### src/rtl/tick_stretcher_pkg.sv
// Shared definitions for the tick stretcher: state encodings, default
// parameters and a helper for the gap counter load value.
package tick_stretcher_pkg;

   localparam int DEF_W   = 8;
   localparam int DEF_GAP = 2;
   localparam int GAP_CNT_W = 8;

   // The unused encoding 2'b11 is treated as illegal and recovers to IDLE.
   typedef enum logic [1:0] {
      ST_IDLE = 2'b00,
      ST_HOLD = 2'b01,
      ST_GAP  = 2'b10
   } state_t;

   function automatic logic [GAP_CNT_W-1:0] gapLoadValue(input int gap);
      return GAP_CNT_W'(gap - 1);
   endfunction

endpackage

### src/rtl/tick_stretcher_if.sv
// Bundles the trigger inputs and the stretched-pulse outputs of the
// tick stretcher so producer and consumer share one port.
interface tick_stretcher_if #(
   parameter int W = 8
);
   logic         tick;
   logic [W-1:0] len;
   logic         retrig_en;
   logic         level;
   logic         busy;
   logic         done;

   modport master (
      output tick,
      output len,
      output retrig_en,
      input  level,
      input  busy,
      input  done
   );

   modport slave (
      input  tick,
      input  len,
      input  retrig_en,
      output level,
      output busy,
      output done
   );
endinterface

### src/rtl/tick_stretcher_down_counter.sv
// Loadable down counter with a zero flag; load wins over decrement and the
// count saturates at zero instead of wrapping.
module down_counter_load #(
   parameter int W = 8
) (
   input  logic         clk,
   input  logic         reset_n,
   input  logic         load_i,
   input  logic [W-1:0] loadVal_i,
   input  logic         dec_i,
   output logic         zero_o
);

   logic [W-1:0] cnt_q;
   logic [W-1:0] cnt_d;

   always_comb begin
      cnt_d = cnt_q;
      if (load_i) begin
         cnt_d = loadVal_i;
      end else if (dec_i && (cnt_q != '0)) begin
         cnt_d = cnt_q - W'(1);
      end
   end

   always_ff @(posedge clk or negedge reset_n) begin
      if (!reset_n) begin
         cnt_q <= '0;
      end else begin
         cnt_q <= cnt_d;
      end
   end

   assign zero_o = (cnt_q == '0);

endmodule

### src/rtl/tick_stretcher.sv
// Stretches single-cycle ticks into level pulses of programmable length,
// with a guaranteed low gap between pulses and optional retriggering.
module tick_stretcher
   import tick_stretcher_pkg::*;
#(
   parameter int W   = DEF_W,
   parameter int GAP = DEF_GAP
) (
   input  logic clk,
   input  logic reset_n,
   tick_stretcher_if.slave bus
);

   state_t state_q;
   state_t state_d;
   logic   pending_q;
   logic   pending_d;
   logic   level_q;
   logic   busy_q;
   logic   done_q;

   logic         holdLoad;
   logic         holdDec;
   logic         holdZero;
   logic [W-1:0] holdLoadVal;
   logic         gapLoad;
   logic         gapDec;
   logic         gapZero;
   logic [GAP_CNT_W-1:0] gapLoadVal;

   // A zero length behaves like a length of one.
   assign holdLoadVal = (bus.len == '0) ? '0 : (bus.len - W'(1));
   assign gapLoadVal  = gapLoadValue(GAP);

   down_counter_load #(.W(W)) uHoldCnt (
      .clk       (clk),
      .reset_n   (reset_n),
      .load_i    (holdLoad),
      .loadVal_i (holdLoadVal),
      .dec_i     (holdDec),
      .zero_o    (holdZero)
   );

   down_counter_load #(.W(GAP_CNT_W)) uGapCnt (
      .clk       (clk),
      .reset_n   (reset_n),
      .load_i    (gapLoad),
      .loadVal_i (gapLoadVal),
      .dec_i     (gapDec),
      .zero_o    (gapZero)
   );

   always_comb begin
      state_d   = state_q;
      pending_d = pending_q;
      holdLoad  = 1'b0;
      holdDec   = 1'b0;
      gapLoad   = 1'b0;
      gapDec    = 1'b0;
      unique case (state_q)
         ST_IDLE: begin
            if (bus.tick) begin
               holdLoad = 1'b1;
               state_d  = ST_HOLD;
            end
         end
         ST_HOLD: begin
            // Retrigger beats expiry so the level never dips low.
            if (bus.tick && bus.retrig_en) begin
               holdLoad = 1'b1;
            end else begin
               if (bus.tick) begin
                  pending_d = 1'b1;
               end
               if (holdZero) begin
                  gapLoad = 1'b1;
                  state_d = ST_GAP;
               end else begin
                  holdDec = 1'b1;
               end
            end
         end
         ST_GAP: begin
            if (gapZero) begin
               if (pending_q || bus.tick) begin
                  holdLoad  = 1'b1;
                  pending_d = 1'b0;
                  state_d   = ST_HOLD;
               end else begin
                  state_d = ST_IDLE;
               end
            end else begin
               gapDec = 1'b1;
               if (bus.tick) begin
                  pending_d = 1'b1;
               end
            end
         end
         default: begin
            state_d   = ST_IDLE;
            pending_d = 1'b0;
         end
      endcase
   end

   always_ff @(posedge clk or negedge reset_n) begin
      if (!reset_n) begin
         state_q   <= ST_IDLE;
         pending_q <= 1'b0;
         level_q   <= 1'b0;
         busy_q    <= 1'b0;
         done_q    <= 1'b0;
      end else begin
         state_q   <= state_d;
         pending_q <= pending_d;
         level_q   <= (state_d == ST_HOLD);
         busy_q    <= (state_d == ST_HOLD) || (state_d == ST_GAP);
         done_q    <= (state_q == ST_HOLD) && (state_d == ST_GAP);
      end
   end

   assign bus.level = level_q;
   assign bus.busy  = busy_q;
   assign bus.done  = done_q;

endmodule

### src/flat_wrapper.sv
// flat-port wrapper written by rule: the top's interface ports become plain ports
module tick_stretcher_flat import tick_stretcher_pkg::*;
#(
   parameter int W   = DEF_W,
   parameter int GAP = DEF_GAP
)
  (clk, reset_n, bus_tick, bus_len, bus_retrig_en, bus_level, bus_busy, bus_done);
  tick_stretcher_if #(.W(W)) bus_i ();
  input  logic clk;
  input  logic reset_n;
  input wire logic [$bits(bus_i.tick)-1:0] bus_tick;
  input wire logic [$bits(bus_i.len)-1:0] bus_len;
  input wire logic [$bits(bus_i.retrig_en)-1:0] bus_retrig_en;
  output wire logic [$bits(bus_i.level)-1:0] bus_level;
  output wire logic [$bits(bus_i.busy)-1:0] bus_busy;
  output wire logic [$bits(bus_i.done)-1:0] bus_done;
  assign bus_i.tick = bus_tick;
  assign bus_i.len = bus_len;
  assign bus_i.retrig_en = bus_retrig_en;
  assign bus_level = bus_i.level;
  assign bus_busy = bus_i.busy;
  assign bus_done = bus_i.done;
  tick_stretcher #(.W(W), .GAP(GAP)) u_core (.clk(clk), .reset_n(reset_n), .bus(bus_i));
endmodule
### config.mk
export PLATFORM = sky130hd
export DESIGN_NAME = tick_stretcher_flat
export DESIGN_NICKNAME = d
export VERILOG_FILES = /design/src/rtl/tick_stretcher_pkg.sv /design/src/rtl/tick_stretcher_if.sv /design/src/rtl/tick_stretcher_down_counter.sv /design/src/rtl/tick_stretcher.sv /design/src/flat_wrapper.sv
export SDC_FILE = /design/constraint.sdc
export NUM_CORES = 1
export LEC_CHECK = 0
export CAP_MARGIN = 10
export CORE_MARGIN = 3
export CORE_UTILIZATION = 50
export DETAILED_ROUTE_END_ITERATION = 8
export PLACE_DENSITY = 0.71
export SKIP_CTS_REPAIR_TIMING = 1
export SYNTH_ARGS = -nofsm -noshare
export SYNTH_HDL_FRONTEND = slang
export SYNTH_SLANG_ARGS = --single-unit
export TNS_END_PERCENT = 10
### constraint.sdc
create_clock -name clk -period 2.5 [get_ports clk]
set_input_delay 0.25 -clock clk [delete_from_list [all_inputs] [get_ports clk]]
set_output_delay 0.25 -clock clk [all_outputs]
set_load 0.05 [all_outputs]
* Word-level counts from Yosys, hierarchy flattened
Index checks and enable logic that the tools add are counted.
** Storage, ports and cells
- Register bits after elaboration :: 22
- Latch bits :: 0
- Memory bits (writable) :: 0
- Memory bits (read-only) :: 0
- Input bits :: 12
- Output and inout port bits :: 3
- Logic and storage cells :: 61
- Memories :: 0
** Operators by class
- Add/sub/neg operators :: 3
- Multipliers :: 0
- Divide/modulo/power cells :: 0
- Order comparisons :: 0
- Eq/ne operators :: 6
- Shifts and indexed selects :: 0
- Multiplexer cells :: 29
- Bitwise logic cells :: 1
- Reductions and logical operators :: 15
** Operator list (number)
- $mux 8 :: 5
- $logic_not 8->1 :: 3
- $sub 8x1->8 const B :: 3
- $mux 1 :: 17
- $reduce_bool 8->1 :: 2
- $mux 2 :: 4
- $pmux 1 s3 :: 2
- $pmux 2 s3 :: 1
- $eq 2x1->1 const B :: 2
- $eq 2x2->1 const B :: 2
- $logic_and 1x1->1 :: 4
- $reduce_bool 2->1 :: 2
- $ne 3x3->1 const B :: 1
- $reduce_and 3->1 :: 1
- $logic_not 2->1 :: 1
- $logic_or 1x1->1 :: 2
- $ne 2x2->1 const B :: 1
- $not 1->1 :: 1

* Longest topological paths before layout
- Depth after elaboration :: 7
- Mapped depth :: 9
- Depth with buffers taken out :: 8

* Cells and area by module
Synthesis repeated with hierarchy kept, for this count alone.
** Unflattened totals
- Cell total of the unflattened synthesis :: 195
- Area total of the unflattened synthesis :: 1692.9 µm²
** By module, submodules not included
- tick_stretcher :: times used 1, cells each 69, area an instance 589.3 µm², sequential area each 150.1 µm²
- down_counter_load (u_core.uGapCnt) :: times used 1, cells each 68, area an instance 575.6 µm², sequential area each 200.2 µm²
- down_counter_load (u_core.uHoldCnt) :: times used 1, cells each 58, area an instance 528.0 µm², sequential area each 200.2 µm²

* Worst setup path after synthesis
OpenSTA, ideal clock, no wires.
- Kind :: register -> register
- Start :: register u_core.uGapCnt.cnt_q[3]
- End :: register u_core.busy_q (netlist: u_core.bus.busy)
- Library setup time :: 0.063 ns
- Arrival :: 2.237 ns
- Required time :: 2.437 ns
- Setup slack :: 0.200 ns
- Stages on the path, launching flop included :: 8
- Buffers on the path :: 1
- Clock period less this slack :: 2.300 ns
- Cells stage by stage :: dfrtp_1 > or4_1 > buf_6 > o31a_4 > or3b_1 > a21oi_1 > ha_1 > inv_1
** On the way
- Longest elaborated chain between the ends :: 5
- Elaborated cells on any way between the ends :: 6
** Ends and longest elaborated chain
- start, declared :: line tick_stretcher_down_counter.sv:14 : logic [W-1:0] cnt_q;
- start signal, assigned :: line tick_stretcher_down_counter.sv:30 : cnt_q <= cnt_d;
- $logic_not 8->1 * :: line tick_stretcher_down_counter.sv:34 : assign zero_o = (cnt_q == '0);
- $mux 2 * :: line tick_stretcher.sv:84 : if (gapZero) begin
- $pmux 2 s3 * :: line tick_stretcher.sv:60 : unique case (state_q)
- $eq 2x1->1 / $eq 2x2->1 (equally long branches) :: line tick_stretcher.sv:117 : busy_q <= (state_d == ST_HOLD) || (state_d == ST_GAP);
- $logic_or 1x1->1 * :: line tick_stretcher.sv:117
- end signal, assigned :: line tick_stretcher.sv:117
- end, declared :: line tick_stretcher.sv:19 : logic busy_q;
Mark *: on every way between the ends. The rest lies on a longest branch, timed or not.
A chain may end at the register's enable or synchronous reset.

* Worst setup path after layout
Same ends and word-level chain as after synthesis.

==> impl_metrics.toml <==
[timing]
hold_viol = 0
slew-limit-headroom = 0.5175
fmax_mhz = 421.3
timing.final.crit_share = 0.9495
tns_ns = 0
rsz0062_at_grt = "no"
period_needed_ns = 2.374
slew_viol_final = 0
setup_viol = 0
fin_ws_ns = 0.1262
worstMarginPinSlew_ns = 0.7172
fin_skew_ns = 0.009685

[flow_run]
drv_cap = 0

[routing]
drc = 0
vias_per_cell = 6.052
dr_total_vias = 1289
wirelength_mm = 3.452
drtPass1Iterations = 4
dr.first_iter.drc_count = 66
wl_per_cell_um = 16.21
drtAntennaViolNets = 0

[clock_tree]
tritoncts = "yes"
htree_levels = 1
clockRootBuffer = "clkbuf_4"
clk_latency_ns = 0.32
clk_pin_slew_ns = 0.13
clock_sinks = 22
cts_buffers = 3
cts_buffer_depth = 2

[critical_path]
startpoint_type = "flip-flop"
required_ns = 2.78
cp-end-kind = "flip-flop"
cp.arrival_ns = 2.65
crit_fanout = 7
timing_worst_setup_path_type = "flip-flop to flip-flop"

[cells_and_area]
fill_cells = 235
syn2layout_area_growth_pct = 17.08
final_layout_size_suffix_gt1_frac = 0.1154
fin_nets = 205
n_antenna_cell = 0

[global_route]
track_usage = 0.2073
grt-ovfl-total = 0
antenna_found_initial = 0
grt_pass1_wl_mm = 5.837
grt_max_degree = 23
grt_pass1_vias = 1256

[synthesis]
syn_area_per_cell_um2 = 9.572
synthDistinctLibCells = 44
synth_common_cells = "22 x dfrtp_1, 15 x nor2_1, 14 x a21oi_1, 11 x inv_1, 11 x mux2i_1"
synth_edf_count = 0
synthArstFlopShare = 1.000
synth_cells = 160
netlist_area_um2 = 1531
synth_most_common_cell = "dfrtp_1"
synth_top_area_share = 0.3595
ys.flop_type = "dfrtp_1"
yosys.area.top_type = "dfrtp_1"
seq_area_frac_synth = 0.3595
synthTopCellsByArea = "dfrtp_1 36%, ha_1 8.2%, mux2i_1 7.2%"
yosysWarnings = 0
ys_ff_latch = 22
synth_nets = 182

[die]
die-area_um2 = 3763
fp-row-count = 19
die_w_um = 61.35
die_height_um = 61.35
start_util = 0.5414
core_um2 = 2829
io_pins = 15

[pwr]
power.leakage_nw = 0.7685
p_per_area_nw_per_um2 = 962.0
irDropWorstVdd_mv = 0.5626

[min_path]
hold_path_class = "input pin to async pin"

[status]
outcome = "finished, final reports clean"

[placed_design]
hpwl_mm = 2.596
gp_congestion = 0.8441
pre_cts_slack_ns = 0.1690
port-buffer-count = 14
[flip-flops by register name, indices dropped and copies added, names as in the netlist]
| register | flops |
|---|---|
| u_core.pending_q | 1 |
| u_core.uHoldCnt.cnt_q | 8 |
| u_core.bus.busy | 1 |
| u_core.state_q | 2 |
| u_core.uGapCnt.cnt_q | 8 |
| u_core.bus.level | 1 |
| u_core.bus.done | 1 |
[cells by family after synthesis]
group | share of synthesized area
AOI/OAI and AO/OA | 0.1577
xor gates and xnor gates | 0.05719
adders and majority gates | 0.08170
buffers and inverters | 0.03676
DFF | 0.3595
muxes | 0.07925
and+or+nand+nor | 0.2279
[cells in the final DEF (no fill, tap or decap), types with 2 or more instances in the layout]
cell type,instances
dfrtp_1,22
nor2_1,15
a21oi_1,14
clkdlybuf4s50_1,14
inv_1,11
mux2i_1,11
ha_1,10
xor2_1,7
nand2_1,6
buf_4,6
nand2b_1,4
nor3b_1,4
nor4_1,4
nor3_1,4
o21ai_0,4
or4_1,3
xnor2_1,3
clkbuf_4,3
or3b_2,2
a211oi_1,2
a21boi_0,2
a31oi_1,2
nor2b_1,2
or3_1,2
o31a_1,2
o211ai_1,2
o31ai_1,2
[worst max-delay path, stage by stage, from the launching register on]
cell     delay, ns
dfrtp_1       0.44
or4_1         0.58
o31a_4        0.39
or3b_1        0.43
a21oi_1       0.19
ha_1          0.25
inv_1         0.05
[final timing paths]
kind | startpoint | to | slack, ns | depth (start not counted)
worst max-delay path | u_core.uGapCnt.cnt_q[3] | u_core.bus.busy | 0.13 | 6
worst min-delay path | reset_n | u_core.uGapCnt.cnt_q[7] | 0.25 | 2
worst max register to register | u_core.uGapCnt.cnt_q[3] | u_core.bus.busy | 0.13 | 6
worst min register to register | u_core.uGapCnt.cnt_q[7] | u_core.uGapCnt.cnt_q[7] | 0.55 | 2
max in group asynchronous | reset_n | u_core.uHoldCnt.cnt_q[5] | 2.02 | 2
min in group clk | u_core.uGapCnt.cnt_q[7] | u_core.uGapCnt.cnt_q[7] | 0.55 | 2
[cell type report]
class                   count  area (um^2)  share of cell area
flip-flops and latches     22        550.5              0.3070
clock inverters             1        30.03             0.01675
inverters                  11        41.29             0.02303
well taps                  31        38.79             0.02163
repair buffers             20        185.2              0.1033
multi-input cells         125        924.6              0.5157
clock buffers               3        22.52             0.01256
[per-stage QoR]
step	power, mW	util	area, um^2	std cells	hold WS [ns]
finish	1.725	0.6338	1793	213	0.2498
global route	1.856	0.6338	1793	213	0.2579
global placement	1.381	0.6152	1740	209	0.5186
CTS	1.724	0.6338	1793	213	0.2586
detailed placement	1.430	0.6152	1740	209	0.5350
floorplan	1.195	-	1531	160	-0.04559
[power breakdown]
part           switching, mW  leakage, nW  internal, mW
clock network          0.117       0.0279         0.162
registers              0.172        0.245         0.508
logic                  0.420        0.496         0.345
total                  0.709        0.769          1.02
[metal layers]
layer	part of all wire	routed length, um	vias up	global-route usage
met2	0.50	1710	38	0.3505
met3	0.036	125	7	0.03145
met5	0	0	-	0
met1	0.45	1555	624	0.2681
met4	0.018	61	0	0.07576
li1	-	-	620	-
Power figures use the tool's default switching activity.
